$ cat config.mk
export PLATFORM = sky130hd
export DESIGN_NAME = vm_multi
export DESIGN_NICKNAME = d
export VERILOG_FILES = /design/src/rtl/vm_pkg.sv /design/src/rtl/vm_credit.sv /design/src/rtl/vm_multi.sv
export SDC_FILE = /design/constraint.sdc
export NUM_CORES = 1
export LEC_CHECK = 0
export ABC_AREA = 1
export CAP_MARGIN = 20
export CORE_ASPECT_RATIO = 1.2
export CORE_MARGIN = 4
export CORE_UTILIZATION = 35
export DETAILED_ROUTE_END_ITERATION = 8
export PLACE_DENSITY = 0.67
export SLEW_MARGIN = 20
export SYNTH_ARGS = -nofsm -noshare
export SYNTH_HDL_FRONTEND = slang
export SYNTH_SLANG_ARGS = --single-unit
$ cat constraint.sdc
create_clock -name clk -period 5.8 [get_ports clk]
set_input_delay 1.16 -clock clk [delete_from_list [all_inputs] [get_ports clk]]
set_output_delay 1.16 -clock clk [all_outputs]
set_load 0.02 [all_outputs]
$ cat src/rtl/vm_pkg.sv
// -----------------------------------------------------------------------------
// vm_pkg
// Shared types and constants for the multi-coin vending-machine controller.
//   - vm_state_e  : controller state encoding (2 bits)
//   - credit_op_e : operation applied to the credit register on the next edge
//   - COIN_*      : coin acceptor codes
//   - coin_value  : maps a coin code to its value in cents
// -----------------------------------------------------------------------------
package vm_pkg;

    typedef enum logic [1:0] {
        ST_IDLE    = 2'd0,
        ST_COLLECT = 2'd1,
        ST_VEND    = 2'd2,
        ST_CHANGE  = 2'd3
    } vm_state_e;

    typedef enum logic [1:0] {
        CR_HOLD     = 2'd0,   // keep the current credit
        CR_ADD      = 2'd1,   // credit + coin value
        CR_ADD_VEND = 2'd2,   // credit + coin value - PRICE
        CR_SUB_UNIT = 2'd3    // credit - VAL1 (one change coin paid out)
    } credit_op_e;

    localparam logic [1:0] COIN_NONE = 2'd0;
    localparam logic [1:0] COIN_1    = 2'd1;
    localparam logic [1:0] COIN_2    = 2'd2;
    localparam logic [1:0] COIN_3    = 2'd3;

    // Value in cents of a coin code; "none" is worth nothing.
    function automatic int coin_value(input logic [1:0] code, input int v1,
                                      input int v2, input int v3);
        int val;
        case (code)
            COIN_1:  val = v1;
            COIN_2:  val = v2;
            COIN_3:  val = v3;
            default: val = 0;
        endcase
        return val;
    endfunction

endpackage

$ cat src/rtl/vm_credit.sv
// -----------------------------------------------------------------------------
// vm_credit
// Credit register with its add, add-and-pay-PRICE and pay-one-change-coin paths.
// Ports:
//   clk         in   system clock, rising edge
//   reset       in   asynchronous active-low reset
//   coin        in   coin code presented this cycle
//   op          in   operation to apply on the next edge
//   credit      out  current credit register value
//   reach_price out  credit + value(coin) >= PRICE
//   credit_zero out  credit register is zero
// -----------------------------------------------------------------------------
module vm_credit
    import vm_pkg::*;
#(
    parameter int PRICE    = 15,
    parameter int VAL1     = 5,
    parameter int VAL2     = 10,
    parameter int VAL3     = 25,
    parameter int CREDIT_W = 6
) (
    input  logic                clk,
    input  logic                reset,
    input  logic [1:0]          coin,
    input  credit_op_e          op,
    output logic [CREDIT_W-1:0] credit,
    output logic                reach_price,
    output logic                credit_zero
);

    // One extra bit so the comparison against PRICE can never alias.
    localparam int SUM_W = CREDIT_W + 1;

    logic [CREDIT_W-1:0] credit_r;
    logic [CREDIT_W-1:0] credit_nxt_s;
    logic [SUM_W-1:0]    coin_val_s;
    logic [SUM_W-1:0]    sum_s;
    logic [CREDIT_W-1:0] vend_s;
    logic [CREDIT_W-1:0] unit_s;

    // Arithmetic paths: add coin, add coin and pay PRICE, pay one change unit.
    always_comb begin
        coin_val_s = SUM_W'(coin_value(coin, VAL1, VAL2, VAL3));
        sum_s      = {1'b0, credit_r} + coin_val_s;
        // The width constraint keeps the sum below 2^CREDIT_W, so the
        // truncated subtraction is exact.
        vend_s     = sum_s[CREDIT_W-1:0] - CREDIT_W'(PRICE);
        unit_s     = credit_r - CREDIT_W'(VAL1);
    end

    // Select the next credit value from the requested operation.
    always_comb begin
        credit_nxt_s = credit_r;
        case (op)
            CR_HOLD:     credit_nxt_s = credit_r;
            CR_ADD:      credit_nxt_s = sum_s[CREDIT_W-1:0];
            CR_ADD_VEND: credit_nxt_s = vend_s;
            CR_SUB_UNIT: credit_nxt_s = unit_s;
            default:     credit_nxt_s = credit_r;
        endcase
    end

    // Credit register.
    always_ff @(posedge clk or negedge reset) begin
        if (!reset) begin
            credit_r <= {CREDIT_W{1'b0}};
        end else begin
            credit_r <= credit_nxt_s;
        end
    end

    assign credit      = credit_r;
    assign reach_price = (sum_s >= SUM_W'(PRICE));
    assign credit_zero = (credit_r == {CREDIT_W{1'b0}});

endmodule

$ cat src/rtl/vm_multi.sv
// -----------------------------------------------------------------------------
// vm_multi
// Three-denomination vending-machine controller. Accumulates credit, pulses
// dispense when PRICE is reached, returns surplus as a train of VAL1 change
// pulses and refunds all credit on cancel.
// Ports:
//   clk         in   system clock, rising edge
//   reset       in   asynchronous active-low reset
//   coin        in   coin code: 0 none, 1/2/3 = VAL1/VAL2/VAL3
//   cancel      in   refund request (level)
//   dispense    out  one-cycle item release pulse (registered)
//   change_out  out  one VAL1 coin returned per high cycle (registered)
//   coin_reject out  the coin sampled on the previous edge was refused
//   credit      out  current credit
//   busy        out  high while vending or paying change
// -----------------------------------------------------------------------------
module vm_multi
    import vm_pkg::*;
#(
    parameter int PRICE    = 15,
    parameter int VAL1     = 5,
    parameter int VAL2     = 10,
    parameter int VAL3     = 25,
    parameter int CREDIT_W = 6
) (
    input  logic                clk,
    input  logic                reset,
    input  logic [1:0]          coin,
    input  logic                cancel,
    output logic                dispense,
    output logic                change_out,
    output logic                coin_reject,
    output logic [CREDIT_W-1:0] credit,
    output logic                busy
);

    localparam int MAX_VAL = (VAL1 > VAL2) ? ((VAL1 > VAL3) ? VAL1 : VAL3)
                                           : ((VAL2 > VAL3) ? VAL2 : VAL3);

    // Largest value the credit path ever holds is (PRICE - VAL1) + MAX_VAL.
    if ((2 ** CREDIT_W) <= (PRICE - VAL1 + MAX_VAL)) begin : g_credit_w_check
        $error("vm_multi: CREDIT_W too narrow for PRICE and coin values");
    end
    if (((PRICE % VAL1) != 0) || ((VAL2 % VAL1) != 0) || ((VAL3 % VAL1) != 0))
    begin : g_unit_check
        $error("vm_multi: PRICE, VAL2 and VAL3 must be multiples of VAL1");
    end

    vm_state_e  state_r;
    vm_state_e  state_nxt_s;
    credit_op_e op_s;
    logic       reach_price_s;
    logic       credit_zero_s;
    logic       coin_valid_s;
    logic       dispense_s;
    logic       change_s;
    logic       reject_s;
    logic       dispense_r;
    logic       change_r;
    logic       reject_r;

    assign coin_valid_s = (coin != COIN_NONE);

    vm_credit #(
        .PRICE    (PRICE),
        .VAL1     (VAL1),
        .VAL2     (VAL2),
        .VAL3     (VAL3),
        .CREDIT_W (CREDIT_W)
    ) u_credit (
        .clk         (clk),
        .reset       (reset),
        .coin        (coin),
        .op          (op_s),
        .credit      (credit),
        .reach_price (reach_price_s),
        .credit_zero (credit_zero_s)
    );

    // State register and registered pulse outputs.
    always_ff @(posedge clk or negedge reset) begin
        if (!reset) begin
            state_r    <= ST_IDLE;
            dispense_r <= 1'b0;
            change_r   <= 1'b0;
            reject_r   <= 1'b0;
        end else begin
            state_r    <= state_nxt_s;
            dispense_r <= dispense_s;
            change_r   <= change_s;
            reject_r   <= reject_s;
        end
    end

    // Next-state and credit-operation decode.
    always_comb begin
        state_nxt_s = state_r;
        op_s        = CR_HOLD;
        case (state_r)
            ST_IDLE, ST_COLLECT: begin
                if (cancel) begin
                    // Refund only if there is credit; an idle cancel is a no-op.
                    if (state_r == ST_COLLECT) begin
                        state_nxt_s = ST_CHANGE;
                    end else begin
                        state_nxt_s = ST_IDLE;
                    end
                end else if (coin_valid_s) begin
                    if (reach_price_s) begin
                        op_s        = CR_ADD_VEND;
                        state_nxt_s = ST_VEND;
                    end else begin
                        op_s        = CR_ADD;
                        state_nxt_s = ST_COLLECT;
                    end
                end else begin
                    state_nxt_s = state_r;
                end
            end
            ST_VEND, ST_CHANGE: begin
                if (credit_zero_s) begin
                    state_nxt_s = ST_IDLE;
                end else begin
                    op_s        = CR_SUB_UNIT;
                    state_nxt_s = ST_CHANGE;
                end
            end
            default: begin
                state_nxt_s = ST_IDLE;
                op_s        = CR_HOLD;
            end
        endcase
    end

    // Pulse outputs for the coming cycle.
    always_comb begin
        dispense_s = 1'b0;
        change_s   = 1'b0;
        reject_s   = 1'b0;
        case (state_r)
            ST_IDLE, ST_COLLECT: begin
                dispense_s = coin_valid_s && !cancel && reach_price_s;
                reject_s   = coin_valid_s && cancel;
            end
            ST_VEND, ST_CHANGE: begin
                change_s = !credit_zero_s;
                reject_s = coin_valid_s;
            end
            default: begin
                dispense_s = 1'b0;
                change_s   = 1'b0;
                reject_s   = 1'b0;
            end
        endcase
    end

    assign dispense    = dispense_r;
    assign change_out  = change_r;
    assign coin_reject = reject_r;
    assign busy        = (state_r == ST_VEND) || (state_r == ST_CHANGE);

endmodule
* Word-level counts from Yosys, hierarchy flattened
Index checks and enable logic that the tools add are counted.
Widths: inputs -> output; s select.
** Word-level totals
- Register bits after elaboration :: 11
- Input port bits :: 5
- Output and inout bits :: 10
- Word-level logic and storage cells :: 45
** Cells by class
- Add/sub/neg operators :: 3
- $lt $le $gt $ge :: 1
- Equal/unequal tests :: 10
- Mux-type cells :: 14
- Reduce and logical (&&, ||, !) cells :: 12
** Operator list (count)
- $pmux 6 s3 :: 1
- $pmux 5 s3 :: 1
- $mux 2 :: 7
- $eq 2x2->1 const B :: 6
- $pmux 2 s2 :: 2
- $add 6x5->7 :: 1
- $ge 7x4->1 const B :: 1
- $eq 2x1->1 const B :: 3
- $logic_not 6->1 :: 1
- $sub 6x3->6 const B :: 1
- $sub 6x4->6 const B :: 1
- $logic_not 2->1 :: 2
- $reduce_or 2->1 :: 2
- $logic_and 1x1->1 :: 3
- $ne 3x3->1 const B :: 1
- $logic_not 1->1 :: 2
- $mux 1 :: 2
- $pmux 1 s2 :: 1
- $reduce_bool 2->1 :: 1
- $logic_or 1x1->1 :: 1

* Longest topological paths before layout
- Depth after elaboration :: 10
- Gate-level depth with buffers :: 18
- Mapped depth without buffers :: 18

* Modules after synthesis
A second synthesis with hierarchy kept.
** Second synthesis, totals
- Cell total of the unflattened synthesis :: 163
- Area total of the unflattened synthesis :: 1093.5 um^2
** By module, submodules not included
- vm_credit :: times used 1, cells each 134, area each 863.3 um^2, seq. area each 150.1 um^2
- vm_multi :: times used 1, cells each 29, area each 230.2 um^2, seq. area each 125.1 um^2

* Worst setup path before layout
Ideal clock, no wire load.
- Path kind :: input-to-reg
- Start point :: in coin[0]
- End point :: reg u_credit.credit_r[3] (netlist: u_credit.credit[3])
- Library setup time :: 0.117 ns
- Arrival time :: 2.897 ns
- Data required time :: 5.683 ns
- Setup slack :: 2.786 ns
- Stages on the path :: 16
- Path buffers :: 0
- Cells stage by stage :: ha_1 -> inv_1 -> fa_1 -> inv_1 -> ha_1 -> inv_1 -> nor2_2 -> nand3_1 -> nor2_2 -> nor2_2 -> nand2_4 -> nand3_4 -> nand3_1 -> nand2_1 -> nor2_1 -> nor2_1
** On the way
- Word-level cells in the longest chain between the ends :: 10
- Elaborated cells on any way between the ends :: 17
- Those cells by class :: add/sub: 2; order compare: 1; eq/ne: 6; mux: 6; reduce/logical: 2
** Ends and longest elaborated chain
- start, declared :: line vm_multi.sv:28 : input logic [1:0] coin,
- $eq 2x2->1 or $eq 2x1->1 (tied branches) :: line vm_pkg.sv:34 : case (code)
- $pmux 5 s3 :: line vm_pkg.sv:34
- $add 6x5->7 :: line vm_credit.sv:44 : sum_s = {1'b0, credit_r} + coin_val_s;
- $ge 7x4->1 :: line vm_credit.sv:73 : assign reach_price = (sum_s >= SUM_W'(PRICE));
- $mux 2 :: line vm_multi.sv:109 : if (reach_price_s) begin
- $mux 2 :: line vm_multi.sv:108 : end else if (coin_valid_s) begin
- $mux 2 :: line vm_multi.sv:101 : if (cancel) begin
- $pmux 2 s2 :: line vm_multi.sv:99 : case (state_r)
- $eq 2x2->1 or $eq 2x1->1 (tied branches) :: line vm_credit.sv:54 : case (op)
- $pmux 6 s3 :: line vm_credit.sv:54
- end signal, assigned :: line vm_credit.sv:66 : credit_r <= {CREDIT_W{1'b0}};
- end signal, assigned :: line vm_credit.sv:68 : credit_r <= credit_nxt_s;
- end, declared :: line vm_credit.sv:34 : logic [CREDIT_W-1:0] credit_r;
Parallel ways exist; a longest one is shown, timed or not.
A chain may end at the register's enable or synchronous reset.

* Final worst setup path
- Start point :: in coin[0]
- End point :: reg u_credit.credit_r[1] (netlist: u_credit.credit[1])
Same word-level chain as after synthesis.

==> impl_metrics.py <==
metrics = {
    "status": {
        "status": "finished clean",
    },
    "hold_path": {
        "min_path_type": "reg2reg",
        "whs_path_depth": 2,
        "hp-start": "state_r[0]",
        "hold_end": "state_r[0]",
    },
    "synthesis": {
        "synth_nets": 165,
        "ys_top_cells_by_area": "dfrtp_1 (26%), nand2_1 (10%), inv_1 (8.6%)",
        "synth-edff-count": 0,
        "synth_most_common_cell": "nand2_1",
        "synth_area_mm2": 0.00105,
        "synth_top_area_share_pct": 26.2,
        "synth_common_cells": "nand2_1 (28), inv_1 (24), nor2_1 (17)",
        "synth_top_area_cell": "dfrtp_1",
        "postSynthCellCount": 152,
        "synth_seq_cells": 11,
        "synth.distinct_cells": 31,
        "yosysWarnings": 0,
        "syn_area_per_cell_um2": 6.92,
        "synth_ff_type": "dfrtp_1",
        "ys_seq_area_share_pct": 26.2,
        "async_flop_share_pct": 100,
    },
    "placed_design": {
        "pre_cts_ws_ps": 1980,
        "dpl_cell_area_mm2": 0.00123,
        "gp_congestion": 0.846,
        "hpwl_mm": 2.03,
        "placed_cells": 198,
        "port_buffers": 14,
    },
    "detailed_routing": {
        "drc_errors": 0,
        "drtIter0Drc": 36,
        "drtAntennaViolNets": 0,
        "first_pass_iters": 4,
        "via_per_inst": 4.98,
        "drt_wl_total_mm": 2.44,
        "wire_per_inst_um": 12.1,
        "vias": 1005,
    },
    "finish": {
        "drive_above_1_share_pct": 14.9,
        "fill_cells": 310,
        "seq_area_um2": 275,
        "multi_input_area_um2": 662,
        "finalNetCount": 182,
        "syn_to_final_growth_pct": 19.1,
        "n_antenna_cell": 0,
        "final_area_mm2": 0.00125,
        "layoutNonFillerInstCount": 202,
    },
    "critical_path": {
        "cp.required_ps": 5960,
        "r2r-end": "u_credit.credit[1]",
        "crit_chain": "clkdlybuf4s50_1 > ha_1 > inv_1 > fa_1 > inv_1 > ha_1 > inv_1 > nor2_2 > nand3_1 > nor2_2 > nor2_2 > nand2_4 > nand3_4 > nand2_1 > nor2_1 > nor2_1 > nor2_1",
        "critPathSlowestCell": "clkdlybuf4s50_1",
        "start_kind": "input pin",
        "end_kind": "register",
        "rr_worst_depth": 16,
        "arrival_ps": 3700,
        "rrSetupSlack_ps": 3310,
        "r2r-start": "u_credit.credit[0]",
        "crit_type": "in2reg",
        "path_max_fanout": 6,
        "max_stage_delay_ps": 560,
    },
    "floorplanning": {
        "initial_utilization_pct": 37.1,
        "die_height_um": 68.1,
        "die_width_um": 58.1,
        "io_pins": 15,
        "row_count": 21,
        "dieArea_mm2": 0.00395,
        "coreArea_mm2": 0.00284,
    },
    "sta": {
        "period_share_pct": 61.1,
        "tns_ps": 0,
        "relSlewSlack_pct": 61.1,
        "finalCriticalPeriod_ps": 3550,
        "max_freq_ghz": 0.282,
        "final_max_slew_viol_count": 0,
        "tightest_slew_ps": 581,
        "worst_slack_ps": 2250,
        "hold_ws_ps": 570,
        "rsz0062_at_grt": "false",
        "setup_violations": 0,
        "skew_ps": 1.09,
        "hold_violations": 0,
    },
    "global_route": {
        "grt_pass1_wl_mm": 4.28,
        "grt_use_total_pct": 13.9,
        "grt_max_degree": 12,
        "grt_util_met2_pct": 25.7,
        "grt-ovfl-total": 0,
        "antenna_found_initial": 0,
        "busiest_layer": "met2",
        "use_met3_pct": 2.45,
        "grt_pass1_vias": 1010,
        "grt_util_met1_pct": 15.3,
    },
    "clocking": {
        "htree_num_levels": 1,
        "cts_tree": "yes",
        "cts_made_buffers": 3,
        "clk_latency_ps": 260,
        "clk_path_buf_depth": 2,
        "ctsHoldBuffers": 0,
        "post-cts-setup-buffers": 0,
        "cts_sinks": 11,
        "ctsRootBufferMaster": "clkbuf_4",
        "cts_resized": 0,
        "path_clk_slew_ps": 60,
    },
    "run": {
        "maxCapViolCount": 0,
    },
    "pwr": {
        "vdd_ir_drop_max_mv": 0.252,
        "power_density_mw_per_mm2": 623,
        "p_leak_nw": 0.620,
    },
}
routing by layer:
metal,wire [um],part of all wire [%]
met1,1010,41
met2,1280,52
met3,137,5.6
met4,14,0.57
met5,0,0
final cells by class:
cell class	count	area share, %
clock buffers	4	2.10
inverters	28	8.58
multi-input cells	111	52.8
flip-flops and latches	11	22.0
well taps	34	3.39
repair buffers	14	11.2
sequential cells by signal (all words and copies together) (netlist names):
register	cells
u_credit.credit	6
coin_reject	1
state_r	2
dispense	1
change_out	1
layout by cell type, fill, tap and decap left out, drive strengths merged:
cell type	count
nand4	1
nand3b	1
fa	1
ha	7
xnor2	2
or2	3
nor2	22
xor2	2
a32oi	1
o211ai	1
dfrtp	11
o221ai	1
clkdlybuf4s50	14
clkbuf	4
nand3	18
o21ai	6
and2	1
a41oi	1
nand2	36
inv	28
a21oi	7
how the worst max path moves through the flow:
stage / slack [ps] / cells after the start / start / endpoint
final: 2250 / 17 / coin[0] / u_credit.credit[1]
after global routing: 1990 / 17 / coin[0] / u_credit.credit[1]
after CTS: 2230 / 17 / coin[0] / u_credit.credit[1]
after detailed placement: 1980 / 17 / coin[0] / u_credit.credit[1]
after global placement: 2080 / 17 / coin[0] / u_credit.credit[1]
after floorplan: 2790 / 16 / coin[0] / u_credit.credit[3]
through the flow:
step	total power (W)	util, %
6_report	0.000781	44.2
5_1_grt	0.000868	44.2
4_1_cts	0.000785	44.2
3_5_place_dp	0.000731	43.3
3_3_place_gp	0.000713	43.3
2_1_floorplan	0.000578	-
worst max-delay path: cells and delay by family:
| kind | cells | cell delay, ps |
|---|---|---|
| and+or+nand+nor | 10 | 870 |
| adders and majority gates | 3 | 880 |
| buffers and inverters | 4 | 780 |
where the power goes:
group	total [W]	switching [W]	internal, W
Combinational	0.000577	0.000344	0.000233
Clock	0.0000509	0.0000243	0.0000266
Sequential	0.000153	0.0000413	0.000111
cell families (layout without fill, tap and decap cells):
| kind of cell | Yosys count | after routing | synth area share [%] |
|---|---|---|---|
| DFF | 11 | 11 | 26.2 |
| xor gates and xnor gates | 4 | 4 | 3.33 |
| buffers and inverters | 30 | 46 | 10.9 |
| AOI/OAI and AO/OA | 17 | 17 | 9.75 |
| adders and majority gates | 8 | 8 | 10.2 |
| and+or+nand+nor | 82 | 82 | 39.6 |
No activity file was read; power rests on OpenSTA's default activity.
